`config.mk`:
```
export PLATFORM = sky130hd
export DESIGN_NAME = memshare_vn_iblut_loader
export DESIGN_NICKNAME = d
export VERILOG_FILES = /design/src/rtl/memshare_vn_iblut_loader.sv
export SDC_FILE = /design/constraint.sdc
export NUM_CORES = 1
export LEC_CHECK = 0
export ABC_AREA = 1
export CAP_MARGIN = 30
export CELL_PAD_IN_SITES_DETAIL_PLACEMENT = 0
export CELL_PAD_IN_SITES_GLOBAL_PLACEMENT = 2
export CORE_MARGIN = 2
export CORE_UTILIZATION = 22
export DETAILED_ROUTE_END_ITERATION = 10
export PLACE_DENSITY = 0.78
export REMOVE_ABC_BUFFERS = 1
export SLEW_MARGIN = 15
export SYNTH_ARGS = -nofsm -noshare
export SYNTH_HDL_FRONTEND = slang
export SYNTH_SLANG_ARGS = --single-unit
export TNS_END_PERCENT = 10
```
`constraint.sdc`:
```
create_clock -name sys_clk -period 1.1 [get_ports sys_clk]
set_input_delay 0.165 -clock sys_clk [delete_from_list [all_inputs] [get_ports sys_clk]]
set_output_delay 0.165 -clock sys_clk [all_outputs]
set_load 0.05 [all_outputs]
```
`src/rtl/memshare_vn_iblut_loader.sv`:
```
// Remap-side write controller for the shared IB-RAM column banks: streams
// VN_LOAD_CYCLE entries into one VN IB-LUT and muxes the common map/remap address.
module memshare_vn_iblut_loader #(
  parameter int ADDR_WIDTH    = 6,
  parameter int VN_LOAD_CYCLE = 64,
  parameter int MSG_WIDTH     = 4,
  parameter int BANK_NUM      = 2,
  localparam int BANK_W       = (BANK_NUM > 1) ? $clog2(BANK_NUM) : 1,
  localparam int CNT_W        = $clog2(VN_LOAD_CYCLE)
) (
  input  logic                  sys_clk,
  input  logic                  rst,
  input  logic                  load_req_i,
  input  logic [BANK_W-1:0]     load_bank_i,
  input  logic                  abort_i,
  input  logic                  src_valid_i,
  input  logic [MSG_WIDTH-1:0]  src_data_i,
  output logic                  src_ready_o,
  input  logic [ADDR_WIDTH-1:0] map_addr_i,
  output logic [MSG_WIDTH-1:0]  remap_data_o,
  output logic [ADDR_WIDTH-1:0] map_remap_addr_o,
  output logic [BANK_NUM-1:0]   remap_en_n_o,
  output logic                  busy_o,
  output logic                  done_o,
  output logic                  err_o,
  output logic [1:0]            state_dbg
);

  localparam logic [1:0] S_IDLE = 2'd0;
  localparam logic [1:0] S_LOAD = 2'd1;
  localparam logic [1:0] S_DONE = 2'd2;

  localparam logic [CNT_W-1:0] LAST      = CNT_W'(VN_LOAD_CYCLE - 1);
  localparam logic [BANK_W:0]  BANK_LIM  = (BANK_W + 1)'(BANK_NUM);

  logic [1:0]            state;
  logic [CNT_W-1:0]      count;
  logic [BANK_W-1:0]     bank_q;
  logic [BANK_NUM-1:0]   wr_en_n;
  logic [ADDR_WIDTH-1:0] wr_addr;
  logic [MSG_WIDTH-1:0]  wr_data;
  logic                  err_q;
  logic                  accept;
  logic                  bank_bad;

  // Handshake: an entry transfers on any cycle where src_valid_i and src_ready_o
  // are both high; ready depends only on state and abort_i, never on valid, and
  // the source must hold data stable while valid is high without ready.
  assign src_ready_o = (state == S_LOAD) && !abort_i;
  assign accept      = src_valid_i && src_ready_o;
  assign bank_bad    = {1'b0, load_bank_i} >= BANK_LIM;

  always_ff @(posedge sys_clk) begin
    if (rst) begin
      state   <= S_IDLE;
      count   <= '0;
      bank_q  <= '0;
      wr_en_n <= '1;
      wr_addr <= '0;
      wr_data <= '0;
      err_q   <= 1'b0;
    end else begin
      wr_en_n <= '1;
      err_q   <= load_req_i && ((state != S_IDLE) || bank_bad);
      // A write is issued exactly one cycle after its accept, whatever the FSM does next.
      if (accept) begin
        wr_en_n[bank_q] <= 1'b0;
        wr_addr         <= ADDR_WIDTH'(count);
        wr_data         <= src_data_i;
        count           <= count + 1'b1;
      end
      case (state)
        S_IDLE: begin
          if (load_req_i && !bank_bad) begin
            state  <= S_LOAD;
            bank_q <= load_bank_i;
            count  <= '0;
          end
        end
        S_LOAD: begin
          if (abort_i) begin
            state <= S_IDLE;
            count <= '0;
          end else if (accept && (count == LAST)) begin
            state <= S_DONE;
          end
        end
        S_DONE:  state <= S_IDLE;
        default: state <= S_IDLE;
      endcase
    end
  end

  // Decoder map address passes through whenever no bank is being written.
  assign map_remap_addr_o = (&wr_en_n) ? map_addr_i : wr_addr;
  assign remap_en_n_o     = wr_en_n;
  assign remap_data_o     = wr_data;
  assign busy_o           = (state != S_IDLE);
  assign done_o           = (state == S_DONE);
  assign err_o            = err_q;
  assign state_dbg        = state;

endmodule

```
==> metrics.csv <==
stage,metric,value,unit
critical_path,critical_path_class,flop to output pin,
final_layout,nFillCells,420,
final_layout,stdcell_count,232,
logic_synthesis,synth_top_cell_by_area,dfxtp_1,
final_layout,drive_gt1_frac,0.467,
critical_path,cp-start-kind,flop,
routing,first_iter_violations,38,
grt,groute.usage.overall,0.108,
final_layout,design_area,1850,µm²
routing,drtPass1Iterations,4,
routing,vias,982,
timing,min_period,1.37,ns
min_path,hold_class,flop to flop,
routing,vias_per_cell,4.23,
grt,grt_remaining_overflow,0,
critical_path,crit_required,0.94,ns
status,status,finished with violations,
cts,cts_made_buffers,3,
power_and_ir_drop,clockPowerShare,0.275,
timing,final_max_slew_viol_count,0,
power_and_ir_drop,power.density,956,nW/µm²
cts,clk_path_buf_depth,2,
routing,wire_per_inst,11.9,µm
grt,antenna_found_initial,0,
power_and_ir_drop,netSwitchingFraction,0.273,
routing,dr_wl_met2,1330,µm
placed_design,gp_congestion,0.761,
timing,rsz0062_at_grt,yes,
routing,ant_nets,0,
power_and_ir_drop,p_int,0.00129,W
timing,finClkSkew,0.00582,ns
routing,wirelength_met1,1280,µm
timing,setup_violations,11,
logic_synthesis,yosysUniqueCellTypes,22,
cts,path_clk_slew,0.07,ns
timing,tightest_slew,0.259,ns
logic_synthesis,synthCells,128,
logic_synthesis,synthesis.area,1030,µm²
power_and_ir_drop,power.share.combinational,0.254,
logic_synthesis,synth_area_leaders,"dfxtp_1 43%, nand2_1 8.8%, nor2_1 6.9%",
routing,met3_wirelength,123,µm
final_layout,fin_nets,199,
power_and_ir_drop,leakage,0.775,nW
die,die_area,5230,µm²
die,core,4410,µm²
cts,cts_root_buf,clkbuf_8,
routing,highest_layer,met4,
timing,hold_viol,0,
grt,grt_pass1_wl,4370,µm
placed_design,hpwl,2060,µm
timing,relSlewSlack,0.827,
power_and_ir_drop,ir_drop,0.345,mV
critical_path,cp_max_fo,6,
cts,clock_latency,0.26,ns
placed_design,place_inst,229,
timing,min_period_over_period,1.25,
final_layout,syn2layout_area_growth,80.5,%
critical_path,critPathCaptureType,output pin,
cts,cts_tree,built,
routing,wl,2760,µm
logic_synthesis,ys_seq_area_frac,0.429,
final_layout,antenna_cells,0,
die,fp.dieW,72.3,µm
grt,grt_pass1_vias,979,
die,rows,24,
power_and_ir_drop,seq_power_share,0.471,
logic_synthesis,synth_top_area_share,0.429,
cts,htree_levels,1,
logic_synthesis,synth.ff_latch_count,22,
placed_design,port_buffers,33,
run,cap_violations,0,
power_and_ir_drop,p_sw,0.000484,W
routing,drc_errors,0,
critical_path,crit_arrival,1.21,ns
placed_design,place_area,1730,µm²
logic_synthesis,ys.warnings.count,0,
grt,grt_max_degree,19,
die,die_h,72.3,µm
die,io_pins,34,
logic_synthesis,avgSynthCellArea,8.03,µm²
cts,cts.sinks,22,
status,violations,negative setup slack,
timing,layout_setup_ws,-0.270,ns
die,start_util,0.233,
timing,clock.fmax,730,MHz
## final timing paths
path | start | end | slack (ns) | cells after the start
setup reg to reg | state_dbg[1] | count[2] | -0.01 | 6
hold reg to reg | bank_q | remap_en_n_o[1] | 0.42 | 1
setup / recovery | remap_en_n_o[1] | map_remap_addr_o[4] | -0.27 | 3
hold / removal | bank_q | remap_en_n_o[1] | 0.42 | 1
## power groups by stage
stage | clock [W] | sequential [W] | combinational, W
after CTS | 0.000512 | 0.000834 | 0.000450
after global placement | 0 | 0.000854 | 0.000432
after floorplan | 0 | 0.000884 | 0.000162
after detailed placement | 0 | 0.000854 | 0.000435
after global routing | 0.000538 | 0.000837 | 0.000473
final | 0.000487 | 0.000834 | 0.000450
## metrics by stage
stage | hold WS (ns) | TNS [ns] | total power, W | setup WS [ns] | util
final | 0.418 | -1.93 | 0.00177 | -0.270 | 0.420
after global routing | 0.438 | -2.89 | 0.00185 | -0.315 | 0.420
after CTS | 0.424 | -2.17 | 0.00180 | -0.288 | 0.414
after detailed placement | 0.407 | -6.90 | 0.00129 | -0.362 | 0.391
after global placement | 0.401 | -6.28 | 0.00129 | -0.322 | 0.391
after floorplan | 0.227 | -16.90 | 0.00105 | -0.825 | -
## cells in the final DEF (no fill, tap or decap), drive strengths merged
cell,n
buf,38
nand2,28
nor2,26
dfxtp,22
clkdlybuf4s50,13
inv,12
o21ai,11
a21oi,7
mux2,6
nand3,6
nor3,4
clkbuf,3
dlygate4sd2,2
xor2,1
ha,1
## worst max-delay path: stages (launching register included)
cell	delay (ns)
dfxtp_2	0.34
nand2_4	0.13
mux2_4	0.33
buf_12	0.15
## routing by layer
metal | track usage | vias to the layer above
met4 | 0.0503 | 0
met1 | 0.135 | 444
met5 | 0 | -
li1 | - | 515
met3 | 0.0139 | 2
met2 | 0.182 | 21
## cell type report
cell class              count  area [µm²]  area share
clock buffers               3        41.3      0.0223
inverters                  12        45.0      0.0243
multi-input cells          90         569       0.307
flip-flops and latches     22         455       0.246
well taps                  52        65.1      0.0351
repair buffers             53         678       0.366
## state kept, by name, summed over array words and instances, names as in the netlist
name and cells:
state_dbg 2, err_o 1, wr_addr 6, remap_data_o 4, bank_q 1, remap_en_n_o 2
count 6
## synth_stat cells
cell type / instances
a21oi_1: 2
a21oi_2: 5
buf_2: 1
buf_6: 3
dfxtp_1: 22
ha_1: 1
inv_1: 11
inv_2: 1
mux2_2: 6
nand2_1: 24
nand2_2: 4
nand3_1: 6
nor2_1: 19
nor2_2: 6
nor2_4: 1
nor3_1: 2
nor3_2: 1
nor3_4: 1
o21ai_0: 2
o21ai_1: 8
o21ai_2: 1
xor2_1: 1
## kinds of logic after synthesis
kind of cell,Yosys count,synth area share
xor+xnor,1,0.00853
compound gates,18,0.110
buf+inv,16,0.0816
fa+ha+maj,1,0.0122
mux,6,0.0658
flops,22,0.429
simple gates,64,0.294
## timing repair
item                       4_1_cts  5_1_grt
resized for setup               25       10
pin swaps                        4        5
hold buffers                     0        0
setup endpoints to repair       29       23
buffers inserted                 0        0
Power figures use the tool's default switching activity.
==> patch 1: new RTL, config.mk and constraints unchanged <==
Put one more register stage on the output `err_o`, cleared by the reset. The value now appears one clock later. The other outputs are not delayed to match.
--- a/src/rtl/memshare_vn_iblut_loader.sv
+++ b/src/rtl/memshare_vn_iblut_loader.sv
@@ -97,7 +97,13 @@
   assign remap_data_o     = wr_data;
   assign busy_o           = (state != S_IDLE);
   assign done_o           = (state == S_DONE);
-  assign err_o            = err_q;
+  always_ff @(posedge sys_clk) begin
+    if (rst) begin
+      err_o <= '0;
+    end else begin
+      err_o <= err_q;
+    end
+  end
   assign state_dbg        = state;
 
 endmodule
Function: changed (Yosys sat finds a counterexample within 4 cycles, from zero or initial values and one cycle with rst high).
==> patch 1 against the original RTL <==
The flow still finishes with violations (negative setup slack); largest cell class unchanged; setup slack worse by 0.021 ns; final area fell by 1.8%; synthesized area shrank 3.9%; largest power group unchanged; total power rose by 2.6%; sequential cell count grew 1; critical endpoint is now map_remap_addr_o[0]; sequential power up 4.3%; wire length is 3.7% lower; highest routed layer unchanged; non-clock buffer count increased by 1.
==> patch 1: results (changes against the original RTL) <==
| Metric | Value |
|---|---|
| Switching power total | 0.507 mW (was 0.484 mW) |
| Met2 WL | 1270 um (was 1330 um) |
| GR Util met1 | 0.150 (was 0.135) |
| Setup Viol. Count Final | 14 (was 11) |
| Power Clock | 0.531 mW (was 0.487 mW) |
| Reg-to-reg slack, setup | -0.05 ns (was -0.01 ns) |
| GR Util met2 | 0.184 (was 0.182) |
| Met3 WL | 180 um (was 123 um) |
| Clock slew at reported path FFs | 0.09 ns (was 0.07 ns) |
| Hold path endpoint | remap_en_n_o[1] (unchanged) |
| Worst vdd rail ir drop | 0.408 mV (was 0.345 mV) |
| Status | finished with violations (unchanged) |
| Fraction of layout cells with a size suffix above 1 | 0.400 (was 0.467) |
| Nets | 203 (was 199) |
| Hold Crit Depth | 1 (unchanged) |
| Vias post-DR | 1017 (was 982) |
| LEAKAGE | 0.784 nW (was 0.775 nW) |
| Worst relative slew slack | 0.832 (was 0.827) |
| Gp weighted congestion | 0.806 (was 0.761) |
| Smallest setup slack after layout | -0.291 ns (was -0.270 ns) |
| Placed Cells | 233 (was 229) |
| WL/cell | 11.2 um (was 11.9 um) |
| WL met1 | 1180 um (was 1280 um) |
| Vias per cell | 4.29 (was 4.23) |
| N_diodes | 0 (unchanged) |
| CP arrival | 1.23 ns (was 1.21 ns) |
| Failing checks | negative setup slack (unchanged) |
| Worst hold margin | 0.411 ns (was 0.418 ns) |
| Overall power | 1.82 mW (was 1.77 mW) |
| First-pass GRT wire length | 4600 um (was 4370 um) |
| Cell variety after synth | 19 (was 22) |
| Synth cell count leaders | nand2_1 (27), nor2_1 (26), dfxtp_1 (23), inv_1 (12), o21ai_0 (9) (was nand2_1 (24), dfxtp_1 (22), nor2_1 (19), inv_1 (11), o21ai_1 (8)) |
| Synth Instances | 131 (was 128) |
| Number of DRC markers in iteration 0 | 32 (was 38) |
| Pre-CTS setup slack | -0.391 ns (was -0.362 ns) |
| Clk_skew | 0.00456 ns (was 0.00582 ns) |
| Met3 usage | 0.0299 (was 0.0139) |
| Main area contributors after synthesis | dfxtp_1 (47%), nand2_1 (10%), nor2_1 (9.9%), mux2_2 (6.8%), o21ai_0 (4.6%) (was dfxtp_1 (43%), nand2_1 (8.8%), nor2_1 (6.9%), mux2_2 (6.6%), a21oi_2 (4.3%)) |
| Sequential area share after synthesis | 0.466 (was 0.429) |
| CTS resizes | 39 (was 25) |
| Total GRT Usage | 0.114 (was 0.108) |
| DP Area | 1650 um2 (was 1730 um2) |
| HPWL after DPL | 2050 um (was 2060 um) |
| Sequential power share | 0.478 (was 0.471) |
## patch 1: changes by cell type after synthesis, sizes merged
| cell | delta |
|---|---|
| nor2 | +1 |
| dfxtp | +1 |
| clkbuf | +1 |
| inv | +1 |
| buf | -1 |
## patch 1: stage by stage
step | TNS [ns] | util
final | -2.28 | 0.421
after floorplan | -14.99 | -
after global routing | -3.35 | 0.421
after CTS | -2.37 | 0.411
after detailed placement | -7.73 | 0.381
after global placement | -7.22 | 0.381
## patch 1: worst max-delay path by stage
stage          slack [ns]                  end  cells past startpoint             from
6_report            -0.29  map_remap_addr_o[0]                      3  remap_en_n_o[1]
5_1_grt             -0.33  map_remap_addr_o[0]                      3  remap_en_n_o[1]
4_1_cts             -0.31  map_remap_addr_o[5]                      3  remap_en_n_o[0]
3_5_place_dp        -0.39           wr_addr[1]                      7          abort_i
3_3_place_gp        -0.38             count[0]                      7      src_valid_i
2_1_floorplan       -0.66      remap_data_o[0]                      5     state_dbg[0]
## patch 1: final cells by class
| cell class | instances | area [um2] |
|---|---|---|
| clock buffers | 3 | 41.3 |
| clock inverters | 1 | 5.00 |
| fillers | 453 | 2500 |
| inverters | 13 | 48.8 |
| multi-input cells | 91 | 533 |
| flip-flops and latches | 23 | 473 |
| well taps | 52 | 65.1 |
| repair buffers | 54 | 656 |
## patch 1: worst max-delay path, cell delays in order (launching register included)
cell and delay [ns]:
dfxtp_2 0.34, nand2_4 0.14, mux2_4 0.33, buf_8 0.15
## patch 1: logic make-up (layout without fill, tap and decap cells)
logic type               Yosys count  after routing  synth area share
AO/OA/AOI/OAI                     18             18            0.0912
XOR/XNOR                           1              1           0.00887
adder cells (fa/ha/maj)            1              1            0.0127
buffers and inverters             17             71            0.0710
flip-flops                        23             23             0.466
multiplexers                       6              6            0.0684
AND/OR/NAND/NOR                   65             65             0.281
==> patch 2: new RTL, same flow settings <==
Made on the original files. Set the parameter `BANK_NUM` to 1 (it was 2).
--- a/src/rtl/memshare_vn_iblut_loader.sv
+++ b/src/rtl/memshare_vn_iblut_loader.sv
@@ -4,7 +4,7 @@
   parameter int ADDR_WIDTH    = 6,
   parameter int VN_LOAD_CYCLE = 64,
   parameter int MSG_WIDTH     = 4,
-  parameter int BANK_NUM      = 2,
+  parameter int BANK_NUM      = 1,
   localparam int BANK_W       = (BANK_NUM > 1) ? $clog2(BANK_NUM) : 1,
   localparam int CNT_W        = $clog2(VN_LOAD_CYCLE)
 ) (
Interface: changed (resized remap_en_n_o); port bits go from 34 to 33. No check against the original RTL was run, so the function may have changed too.
==> patch 2 against the original RTL <==
Sequential cell count decreased by 1; total power decreased by 5.2%; setup slack gained 0.11 ns; non-clock buffer count decreased by 4; synthesized area decreased by 5.0%; largest power group unchanged; worst hold slack improved by 0.038 ns; wire length decreased by 12%; largest cell class unchanged; the run still ends with negative setup slack left; clock skew is 0.0020 ns higher; utilization down 0.86 points; final area shrank 4.0%; critical path depth down 1; combinational power is 15% lower.
==> patch 2: results (changes against the original RTL) <==
| Metric | Value |
|---|---|
| Gp weighted congestion | 0.904 (was 0.761) |
| GR Util met1 | 0.131 (was 0.135) |
| Synth cell count leaders | nand2_1 (27), nor2_1 (27), dfxtp_1 (21), inv_1 (16), o21ai_0 (14) (was nand2_1 (24), dfxtp_1 (22), nor2_1 (19), inv_1 (11), o21ai_1 (8)) |
| Sequential area share after synthesis | 0.431 (was 0.429) |
| Synth Instances | 136 (was 128) |
| Largest net degree at the start of global routing | 16 (was 19) |
| Main area contributors after synthesis | dfxtp_1 (43%), nand2_1 (10%), nor2_1 (10%), o21ai_0 (7.2%), inv_1 (6.2%) (was dfxtp_1 (43%), nand2_1 (8.8%), nor2_1 (6.9%), mux2_2 (6.6%), a21oi_2 (4.3%)) |
| Critical Path Source | remap_en_n_o (was remap_en_n_o[1]) |
| Post-Layout Cell Count | 237 (was 232) |
| LEAKAGE | 0.739 nW (was 0.775 nW) |
| Drt pass-1 iters | 3 (was 4) |
| Cell variety after synth | 26 (was 22) |
| Clk_skew | 0.00786 ns (was 0.00582 ns) |
| Asr flop ratio synth | 0 (unchanged) |
| Max stage delay on crit path | 0.37 ns (was 0.34 ns) |
| Worst vdd rail ir drop | 0.397 mV (was 0.345 mV) |
| Worst relative slew slack | 0.840 (was 0.827) |
| GR Util met2 | 0.188 (was 0.182) |
| Failing checks | negative setup slack (unchanged) |
| HPWL after DPL | 1940 um (was 2060 um) |
| Vias post-DR | 974 (was 982) |
| CP max FO | 2 (was 6) |
| Post-CTS Setup Bufs | 0 (unchanged) |
| DP Area | 1640 um2 (was 1730 um2) |
| R2r endpoint | wr_addr[4] (was count[2]) |
| Logic pwr share | 0.227 (was 0.254) |
| Setup Viol. Count Final | 10 (was 11) |
| IO Port Bufs | 32 (was 33) |
| First-pass GRT wire length | 4350 um (was 4370 um) |
| Yosys top cell by area | dfxtp_1 (unchanged) |
| Switching Share | 0.271 (was 0.273) |
| Pre-CTS setup slack | -0.325 ns (was -0.362 ns) |
| Fraction of layout cells with a size suffix above 1 | 0.378 (was 0.467) |
| WL/cell | 10.3 um (was 11.9 um) |
| Nets | 203 (was 199) |
| Number of DRC markers in iteration 0 | 9 (was 38) |
| Smallest setup slack after layout | -0.161 ns (was -0.270 ns) |
| Setup crit end | map_remap_addr_o[5] (was map_remap_addr_o[4]) |
| Status | finished with violations (unchanged) |
| Met3 usage | 0.0157 (was 0.0139) |
| Clock slew at reported path FFs | 0.08 ns |
| Worst reg2reg startpoint | state_dbg[0] (was state_dbg[1]) |
| Setup total negative slack | -1.30 ns (was -1.93 ns) |
| CP arrival | 1.10 ns (was 1.21 ns) |
| Placed Cells | 233 (was 229) |
| Total GRT Usage | 0.108 (about the same) |
| P_seq | 0.786 mW (was 0.834 mW) |
-- patch 2: logic make-up after synthesis --
group	after synthesis	synth area share
compound gates	23	0.127
simple gates	67	0.309
flops	21	0.431
xor+xnor	2	0.0180
fa+ha+maj	1	0.0128
buf+inv	21	0.0910
mux	1	0.0115
-- patch 2: what timing repair did --
action	in CTS	in global routing
pin swaps	1	1
setup endpoints to repair	28	26
gates resized for setup	33	14
hold endpoints to repair	0	0
-- patch 2: layout make-up --
cell class / count / area, um2
fillers: 450 / 2540
repair buffers: 49 / 641
multi-input cells: 94 / 531
flip-flops and latches: 21 / 429
inverters: 17 / 68.8
well taps: 52 / 65.1
clock buffers: 4 / 45.0
-- patch 2: routing by layer --
metal | wire [um] | up-vias | share of wire
met3 | 59 | 5 | 0.024
li1 | - | 525 | -
met4 | 52 | 0 | 0.021
met5 | 0 | - | 0
met1 | 1120 | 430 | 0.46
met2 | 1200 | 14 | 0.49
-- patch 2: worst min-delay path by stage --
stage,to,slack [ns],startpoint,cells past startpoint
after CTS,bank_q,0.45,bank_q,2
after detailed placement,bank_q,0.44,bank_q,2
after floorplan,wr_addr[5],0.23,rst,1
after global routing,bank_q,0.47,bank_q,2
after global placement,wr_addr[1],0.44,wr_addr[1],2
final,bank_q,0.46,bank_q,2
-- patch 2: worst min-delay path: stages (launching register included) --
cell and delay (ns):
dfxtp_1 0.31, inv_1 0.06, nor3_1 0.05
-- patch 2: through the flow --
stage,power [mW],hold WS [ns]
after detailed placement,1.16,0.437
final,1.68,0.456
after floorplan,0.957,0.227
after CTS,1.68,0.450
after global placement,1.16,0.436
after global routing,1.75,0.471
